--- src/rtl/seg7_pkg.sv ---
// seg7_pkg: shared types and helpers for the seven-segment scan controller.
// lz_mask is only referenced when LEADING_ZERO_BLANK_EN is defined.
package seg7_pkg;
  localparam int MAX_DIGITS = 8;
  typedef logic [3:0] nibble_t;
  typedef logic [2:0] digit_idx_t;
  typedef logic [31:0] disp_word_t;
  typedef enum logic {IDLE, PENDING} scan_state_e;
  // Bit k set when nibbles k..n-1 are all zero; digit 0 always stays lit
  function automatic logic [MAX_DIGITS-1:0] lz_mask(input disp_word_t w, input int n);
    logic z;
    lz_mask = '1;
    z = 1'b1;
    for (int k = MAX_DIGITS - 1; k > 0; k--) begin
      if (k < n) z = z & (w[4*k +: 4] == 4'h0);
      lz_mask[k] = z;
    end
    lz_mask[0] = 1'b0;
  endfunction
endpackage

--- src/rtl/seg7_refresh_div.sv ---
// seg7_refresh_div: free-running divider, digit_tick_o high on the last cycle of each digit period.
module seg7_refresh_div #(
  parameter int REFRESH_DIV = 100000
) (
  input  logic clk,
  input  logic rst_n,
  output logic digit_tick_o
);
  localparam int W = $clog2(REFRESH_DIV);
  logic [W-1:0] div_q;
  assign digit_tick_o = div_q == W'(REFRESH_DIV - 1);
  always_ff @(posedge clk or negedge rst_n)
    if (!rst_n) div_q <= '0;
    else div_q <= digit_tick_o ? '0 : div_q + 1'b1;
endmodule

--- src/rtl/seg7_scan_ctrl.sv ---
// seg7_scan_ctrl: 8-digit scan controller with tear-free frame-boundary display updates.
// Optional LEADING_ZERO_BLANK_EN blanks leading zero digits (digit 0 always shown).
module seg7_scan_ctrl
  import seg7_pkg::*;
#(
  parameter int REFRESH_DIV = 100000,
  parameter int NUM_DIGITS  = 8
) (
  input  logic        clk,
  input  logic        rst_n,
  input  logic        load_valid,
  output logic        load_ready,
  input  logic [31:0] load_data,
  input  logic [7:0]  digit_en,
  output logic [3:0]  num,
  output logic [2:0]  sel,
  output logic        blank,
  output logic        frame_tick
);
  scan_state_e state_q;
  digit_idx_t  idx_q, sel_q;
  disp_word_t  disp_q, pend_q;
  nibble_t     num_q;
  logic        blank_q, ft_q, wrap_q, digit_tick, wrap, lz_bit;
  seg7_refresh_div #(.REFRESH_DIV(REFRESH_DIV)) u_div (
    .clk          (clk),
    .rst_n        (rst_n),
    .digit_tick_o (digit_tick)
  );
  assign wrap       = digit_tick && idx_q == digit_idx_t'(NUM_DIGITS - 1);
  assign load_ready = rst_n && state_q == IDLE;
  assign num        = num_q;
  assign sel        = sel_q;
  assign blank      = blank_q;
  assign frame_tick = ft_q;
`ifdef LEADING_ZERO_BLANK_EN
  logic [MAX_DIGITS-1:0] lz_q;
  assign lz_bit = lz_q[idx_q];
  // Mask tracks disp_q, so it only changes on commit
  always_ff @(posedge clk or negedge rst_n)
    if (!rst_n) lz_q <= lz_mask('0, NUM_DIGITS);
    else if (state_q == PENDING && wrap) lz_q <= lz_mask(pend_q, NUM_DIGITS);
`else
  assign lz_bit = 1'b0;
`endif
  always_ff @(posedge clk or negedge rst_n)
    if (!rst_n) begin
      state_q <= IDLE;
      idx_q   <= '0;
      disp_q  <= '0;
      pend_q  <= '0;
      wrap_q  <= 1'b0;
      ft_q    <= 1'b0;
      sel_q   <= '0;
      num_q   <= '0;
      blank_q <= 1'b1;
    end else begin
      idx_q   <= wrap ? '0 : idx_q + digit_idx_t'(digit_tick);
      wrap_q  <= wrap;
      ft_q    <= wrap_q;
      sel_q   <= idx_q;
      num_q   <= disp_q[{idx_q, 2'b00} +: 4];
      blank_q <= ~digit_en[idx_q] | lz_bit;
      if (state_q == IDLE && load_valid) begin
        pend_q  <= load_data;
        state_q <= PENDING;
      end else if (state_q == PENDING && wrap) begin
        disp_q  <= pend_q;
        state_q <= IDLE;
      end
    end
endmodule

--- config.mk ---
export PLATFORM = sky130hd
export DESIGN_NAME = seg7_scan_ctrl
export DESIGN_NICKNAME = d
export VERILOG_FILES = /design/src/rtl/seg7_pkg.sv /design/src/rtl/seg7_refresh_div.sv /design/src/rtl/seg7_scan_ctrl.sv
export SDC_FILE = /design/constraint.sdc
export NUM_CORES = 1
export LEC_CHECK = 0
export BUFFER_PORTS_ARGS = -buffer_cell sky130_fd_sc_hd__buf_4
export CORE_MARGIN = 3
export CORE_UTILIZATION = 60
export DETAILED_ROUTE_END_ITERATION = 8
export PLACE_DENSITY_LB_ADDON = 0.3
export SETUP_SLACK_MARGIN = 0.02
export SLEW_MARGIN = 20
export SYNTH_ARGS = -nofsm -noshare
export SYNTH_HDL_FRONTEND = slang
export SYNTH_SLANG_ARGS = --single-unit
--- constraint.sdc ---
create_clock -name clk -period 3.65 [get_ports clk]
set_clock_uncertainty 0.2 [all_clocks]
set_input_delay 0.73 -clock clk [delete_from_list [all_inputs] [get_ports clk]]
set_output_delay 0.73 -clock clk [all_outputs]
set_load 0.05 [all_outputs]
==> run_results.csv, run 1 <==
group,metric,value,unit
clock_tree,h-tree-depth,3,
sta,relSlewSlack,41.1,%
floorplanning,io_pins,53,
min_path,min_path_type,"primary input to asynchronous set/reset pin",
detailed_routing,wl_per_cell,16.6,um
floorplanning,die_height,86.8,um
sta,final.setup.worst_slack,1.26,ns
synthesis,synth_seq_cells,95,
placement,gp_congestion,0.819,
clock_tree,clk_pin_slew,0.08,ns
finish,drive_gt1_share,47.8,%
clock_tree,cts_buffer_depth,2,
placement,pre_cts_ws,1.27,ns
sta,fin_crit_sh,65.4,%
clock_tree,clkLatencyLatePin,0.35,ns
detailed_routing,wirelength,6540,um
pwr,leakage,2.21,nW
finish,diodes,0,
clock_tree,cts_root_buf,"clkbuf_8",
synthesis,synth_edf_count,0,
synthesis,syn_area,3910,um^2
flow_run,drv_cap,0,
synthesis,syn-num-nets,304,
clock_tree,cts_setup_buffers,0,
worst_setup_path,cpPeakStageDelay,0.42,ns
synthesis,synth.avg_cell_area,15.2,um^2
global_routing,grt_pass1_wl,11300,um
run_status,status,"complete, no violations",
worst_setup_path,worst-path-max-fanout,32,
detailed_routing,drt-initial-drc-count,95,
global_routing,grt_overflow,0,
sta,period_needed,2.39,ns
global_routing,grtUsageTotal,20.0,%
floorplanning,die_w,86.8,um
worst_setup_path,crit_chain,"ha_1, nand3_1, nor4_4, buf_4, mux2_2",
clock_tree,clock-sinks,95,
floorplanning,fp.dieArea,7530,um^2
worst_setup_path,criticalPathCategory,"register to register",
synthesis,syn_inst,258,
detailed_routing,vias,2181,
synthesis,synthDistinctLibCells,31,
sta,fmax,0.419,GHz
worst_setup_path,cp_data_arrival_time,2.42,ns
clock_tree,tritoncts,"built",
finish,final_cell_mix,"dfrtp_1, mux2_2, buf_4",
placement,dp_hpwl,4540,um
synthesis,yosys_warnings,0,
sta,fin_tns_setup,0,ns
sta,setup_viol,0,
sta,final-max-slew-violation-count,0,
detailed_routing,drc,0,
worst_setup_path,path_delay_family,"simple AND/OR/NAND/NOR gates",
worst_setup_path,worst-path-buf-inv,1,
pwr,p_per_area,401,nW/um^2
finish,post-route-util,74.2,%
synthesis,synth_seq_area_share,60.8,%
clock_tree,cts_buffers,9,
floorplanning,core_area,6130,um^2
global_routing,grt_pass1_vias,2355,
sta,finalHoldViolCount,0,
global_routing,grt_max_degree,75,
worst_setup_path,crit_path_end_kind,"register",
global_routing,antenna_found_initial,0,
clock_tree,cts_resized,0,
floorplanning,initial_core_util,63.8,%
sta,rsz0062_at_grt,"no",
placement,portBuffers,52,
pwr,irDropWorstVdd,284,uV
sta,tightest_slew,0.884,ns
synthesis,yosys_most_used_dff,"dfrtp_1",
synthesis,async_flop_share,100,%
worst_setup_path,cp_data_required_time,3.68,ns
detailed_routing,dr.pass1.iters,4,
clock_tree,cts_hold_buffers,0,
finish,layout_commonest_cell,"dfrtp_1",
finish,final_nets,362,
floorplanning,rows,28,
worst_setup_path,cpMaxStageDelayCell,"buf_4",
detailed_routing,vias_per_cell,5.55,
pwr,fin_total_pwr,1.83,mW
detailed_routing,drtAntennaViolNets,0,
finish,area_growth,16.2,%
worst_setup_path,crit_path_start_kind,"register",
worst register-to-register path, delay by kind of cell, from the launching register on:
family	cells	cell delay, ns
adder cells (fa/ha/maj)	1	0.21
buffers and inverters	1	0.42
flip-flops	1	0.39
multiplexers	1	0.40
AND/OR/NAND/NOR	2	0.65
state kept, by name, summed over array words and instances, names as in the netlist:
signal       flops
num              4
wrap_q           1
u_div.div_q     17
idx_q            3
state_q          1
frame_tick       1
disp_q          32
pend_q          32
sel              3
blank            1
report_power, final:
part | total [mW] | switching [mW] | internal [mW] | leakage, nW
logic | 0.0982 | 0.0374 | 0.0608 | 0.869
registers | 1.11 | 0.0206 | 1.09 | 1.25
clock network | 0.613 | 0.322 | 0.292 | 0.0902
total | 1.83 | 0.380 | 1.45 | 2.21
routing by layer:
layer  vias to the layer above  share of wire, %  global-route usage [%]
met5                         -                 0                       0
met4                         0              0.99                    6.80
met3                         5               3.5                    4.94
met2                        39                51                    33.0
met1                      1105                45                    25.9
li1                       1032                 -                       -
synth_stat cells (2+ instances only):
cell type,n,area [um^2]
mux2_2,66,743
nand2_1,4,15.0
a21boi_0,2,15.0
dfrtp_1,94,2350
ha_1,3,37.5
nand3_1,6,30.0
buf_2,2,10.0
clkbuf_1,3,11.3
nor2_1,13,48.8
buf_1,3,11.3
xor2_1,5,43.8
buf_6,3,33.8
mux2_1,2,22.5
xnor2_1,9,78.8
inv_1,4,15.0
a21oi_1,2,10.0
and3_1,4,25.0
nor4_1,5,31.3
nand4_1,2,12.5
mux4_2,10,225
nor3_1,4,20.0
nor2b_1,3,18.8
through the flow:
| stage | instances | area [um^2] | hold WS (ns) |
|---|---|---|---|
| after floorplan | 258 | 3910 | 0.131 |
| after global placement | 380 | 4380 | 0.136 |
| after detailed placement | 380 | 4380 | 0.149 |
| after CTS | 393 | 4550 | 0.0513 |
| after global routing | 393 | 4550 | 0.0617 |
| final | 393 | 4550 | 0.0539 |
kinds of logic after synthesis:
family	count (synthesis)	share of synthesized area [%]
buffers and inverters	15	2.08
flip-flops	95	60.8
AND/OR/NAND/NOR	46	6.46
multiplexers	79	25.6
XOR/XNOR	14	3.13
AO/OA/AOI/OAI	6	1.02
adder cells (fa/ha/maj)	3	0.959
worst paths after layout:
path / start / to / slack [ns] / cells past startpoint
max in group asynchronous: rst_n / disp_q[15] / 2.02 / 2
max: u_div.div_q[0] / disp_q[2] / 1.26 / 5
max reg2reg: u_div.div_q[0] / disp_q[2] / 1.26 / 5
min reg2reg: wrap_q / frame_tick / 0.16 / 0
min in group clk: wrap_q / frame_tick / 0.16 / 0
min: rst_n / sel[0] / 0.05 / 1
cell type report:
type                       instances  area (um^2)
sequential                        95         2380
clock buffer                      12          165
multi-input combinational        148         1460
fill                             403         1580
timing repair buffer              58          435
clock inverter                     1         5.00
tap                               75         93.8
inverter                           4         15.0
(Power assumes the default switching activity.)
==> inputs of run 2 (changes only) <==
Settings changed: CORE_UTILIZATION 60 to 57.
Clock period 3.65 ns to 2.4 ns, I/O delays scaled along.
==> run_results.csv, run 2 (same netlist as run 1, synthesis figures left out) <==
group,metric,value,unit
sta,fin_tns_setup,0,ns
sta,final-max-slew-violation-count,0,
global_routing,grt_pass1_wl,11600,um
detailed_routing,vias_per_cell,5.59,
clock_tree,cts_buffer_depth,2,
detailed_routing,drc,0,
worst_setup_path,crit_chain,"ha_1, nand3_1, nor4_4, buf_12, mux2_1",
placement,portBuffers,52,
worst_setup_path,reg2regPathDepth,5,
run_status,status,"complete, no violations",
min_path,min_path_type,"primary input to register",
worst_setup_path,crit_path_end_kind,"register",
sta,fin_crit_sh,92.8,%
detailed_routing,vias,2247,
sta,tightest_slew,0.492,ns
worst_setup_path,cp_data_arrival_time,2.26,ns
finish,reg_top3,"disp_q x32, pend_q x32, u_div.div_q x17",
detailed_routing,dr.pass1.iters,4,
clock_tree,cts_buffers,9,
finish,diodes,0,
detailed_routing,wirelength,6880,um
clock_tree,tritoncts,"built",
finish,area_growth,18.9,%
finish,final_cell_mix,"dfrtp_1, mux2_2, buf_4",
pwr,p_sw,0.663,mW
min_path,worstHoldPathCells,2,
detailed_routing,drt-initial-drc-count,111,
pwr,p_per_area,634,nW/um^2
pwr,leakage,2.25,nW
global_routing,grtUsageTotal,19.9,%
global_routing,grt_max_degree,96,
floorplanning,die_height,88.9,um
finish,final_nets,366,
pwr,irDropWorstVdd,445,uV
sta,setup_viol,0,
finish,post-route-util,71.6,%
clock_tree,cts_root_buf,"clkbuf_8",
sta,finalHoldViolCount,0,
worst_setup_path,cp_data_required_time,2.43,ns
worst_setup_path,rrSetupSlack,0.17,ns
clock_tree,clkLatencyLatePin,0.36,ns
sta,rsz0062_at_grt,"no",
worst_setup_path,worst-path-max-fanout,33,
sta,final.setup.worst_slack,0.172,ns
worst_setup_path,cpMaxStageDelayCell,"dfrtp_1",
finish,layout_commonest_cell,"dfrtp_1",
global_routing,grt_overflow,0,
worst_setup_path,cpPeakStageDelay,0.39,ns
sta,fmax,0.449,GHz
placement,pre_cts_ws,0.222,ns
pwr,combPwrFrac,5.2,%
global_routing,grt_pass1_vias,2366,
clock_tree,clk_pin_slew,0.10,ns
sta,period_needed,2.23,ns
floorplanning,fp.dieArea,7900,um^2
pwr,power_switching_share,22.5,%
floorplanning,die_w,88.9,um
floorplanning,core_area,6490,um^2
floorplanning,io_pins,53,
pwr,p_int,2.29,mW
detailed_routing,wl_per_cell,17.1,um
worst_setup_path,crit_path_start_kind,"register",
pwr,p_clk_share,37.3,%
pwr,seq_power_share,57.5,%
finish,drive_gt1_share,48.6,%
detailed_routing,drtAntennaViolNets,0,
placement,dp_hpwl,4570,um
flow_run,drv_cap,0,
worst_setup_path,criticalPathCategory,"register to register",
clock_tree,clock-sinks,95,
placement,gp_congestion,0.811,
sta,relSlewSlack,67.2,%
floorplanning,rows,29,
global_routing,antenna_found_initial,0,
clock_tree,h-tree-depth,3,
floorplanning,initial_core_util,60.3,%
-- run 2: timing repair --
item / CTS / global route
endpoints found under the hold margin: 77 / 0
setup buffers: 0 / 0
gates resized for setup: 0 / 0
hold buffers: 1 / 0
-- run 2: path summary, 6_finish.rpt --
| kind | from | endpoint |
|---|---|---|
| setup / recovery | u_div.div_q[0] | disp_q[1] |
| hold / removal | load_data[13] | pend_q[13] |
| setup reg to reg | u_div.div_q[0] | disp_q[1] |
| hold reg to reg | wrap_q | frame_tick |
| max in group asynchronous | rst_n | pend_q[8] |
| min in group asynchronous | rst_n | sel[0] |
-- run 2: final cells by class --
type / count / area (um^2)
clock inverter: 6 / 75.1
clock buffer: 10 / 138
inverter: 4 / 15.0
timing repair buffer: 62 / 493
fill: 428 / 1840
multi-input combinational: 148 / 1460
tap: 77 / 96.3
sequential: 95 / 2380
-- run 2: stage by stage --
step / std cells / cell area, um^2 / hold WS, ns / power [mW]
6_report: 402 / 4650 / 0.138 / 2.95
5_1_grt: 402 / 4650 / 0.119 / 3.07
4_1_cts: 402 / 4650 / 0.124 / 2.98
3_5_place_dp: 385 / 4430 / 0.146 / 1.88
3_3_place_gp: 385 / 4430 / 0.133 / 1.88
2_1_floorplan: 258 / 3910 / -0.0156 / 1.78
-- run 2: worst max-delay path: cells and delay by family (launching register included) --
kind | cells | cell delay, ns
AND/OR/NAND/NOR | 2 | 0.66
multiplexers | 1 | 0.37
adder cells (fa/ha/maj) | 1 | 0.20
buffers and inverters | 1 | 0.25
flip-flops | 1 | 0.39
-- run 2: power groups by stage --
stage / clock network (mW) / registers [mW] / logic, mW
after detailed placement: 0 / 1.73 / 0.157
final: 1.10 / 1.70 / 0.154
after CTS: 1.12 / 1.70 / 0.158
after global placement: 0 / 1.72 / 0.150
after floorplan: 0 / 1.72 / 0.0581
after global routing: 1.20 / 1.71 / 0.172
-- run 2: routing by layer --
layer / vias up / global-route usage (%) / part of all wire [%] / wire length [um]
met3: 7 / 5.40 / 4.8 / 331
met2: 55 / 33.5 / 51 / 3540
met4: 0 / 6.46 / 0.90 / 62
li1: 1042 / - / - / -
met5: - / 0 / 0 / 0
met1: 1143 / 25.1 / 43 / 2940
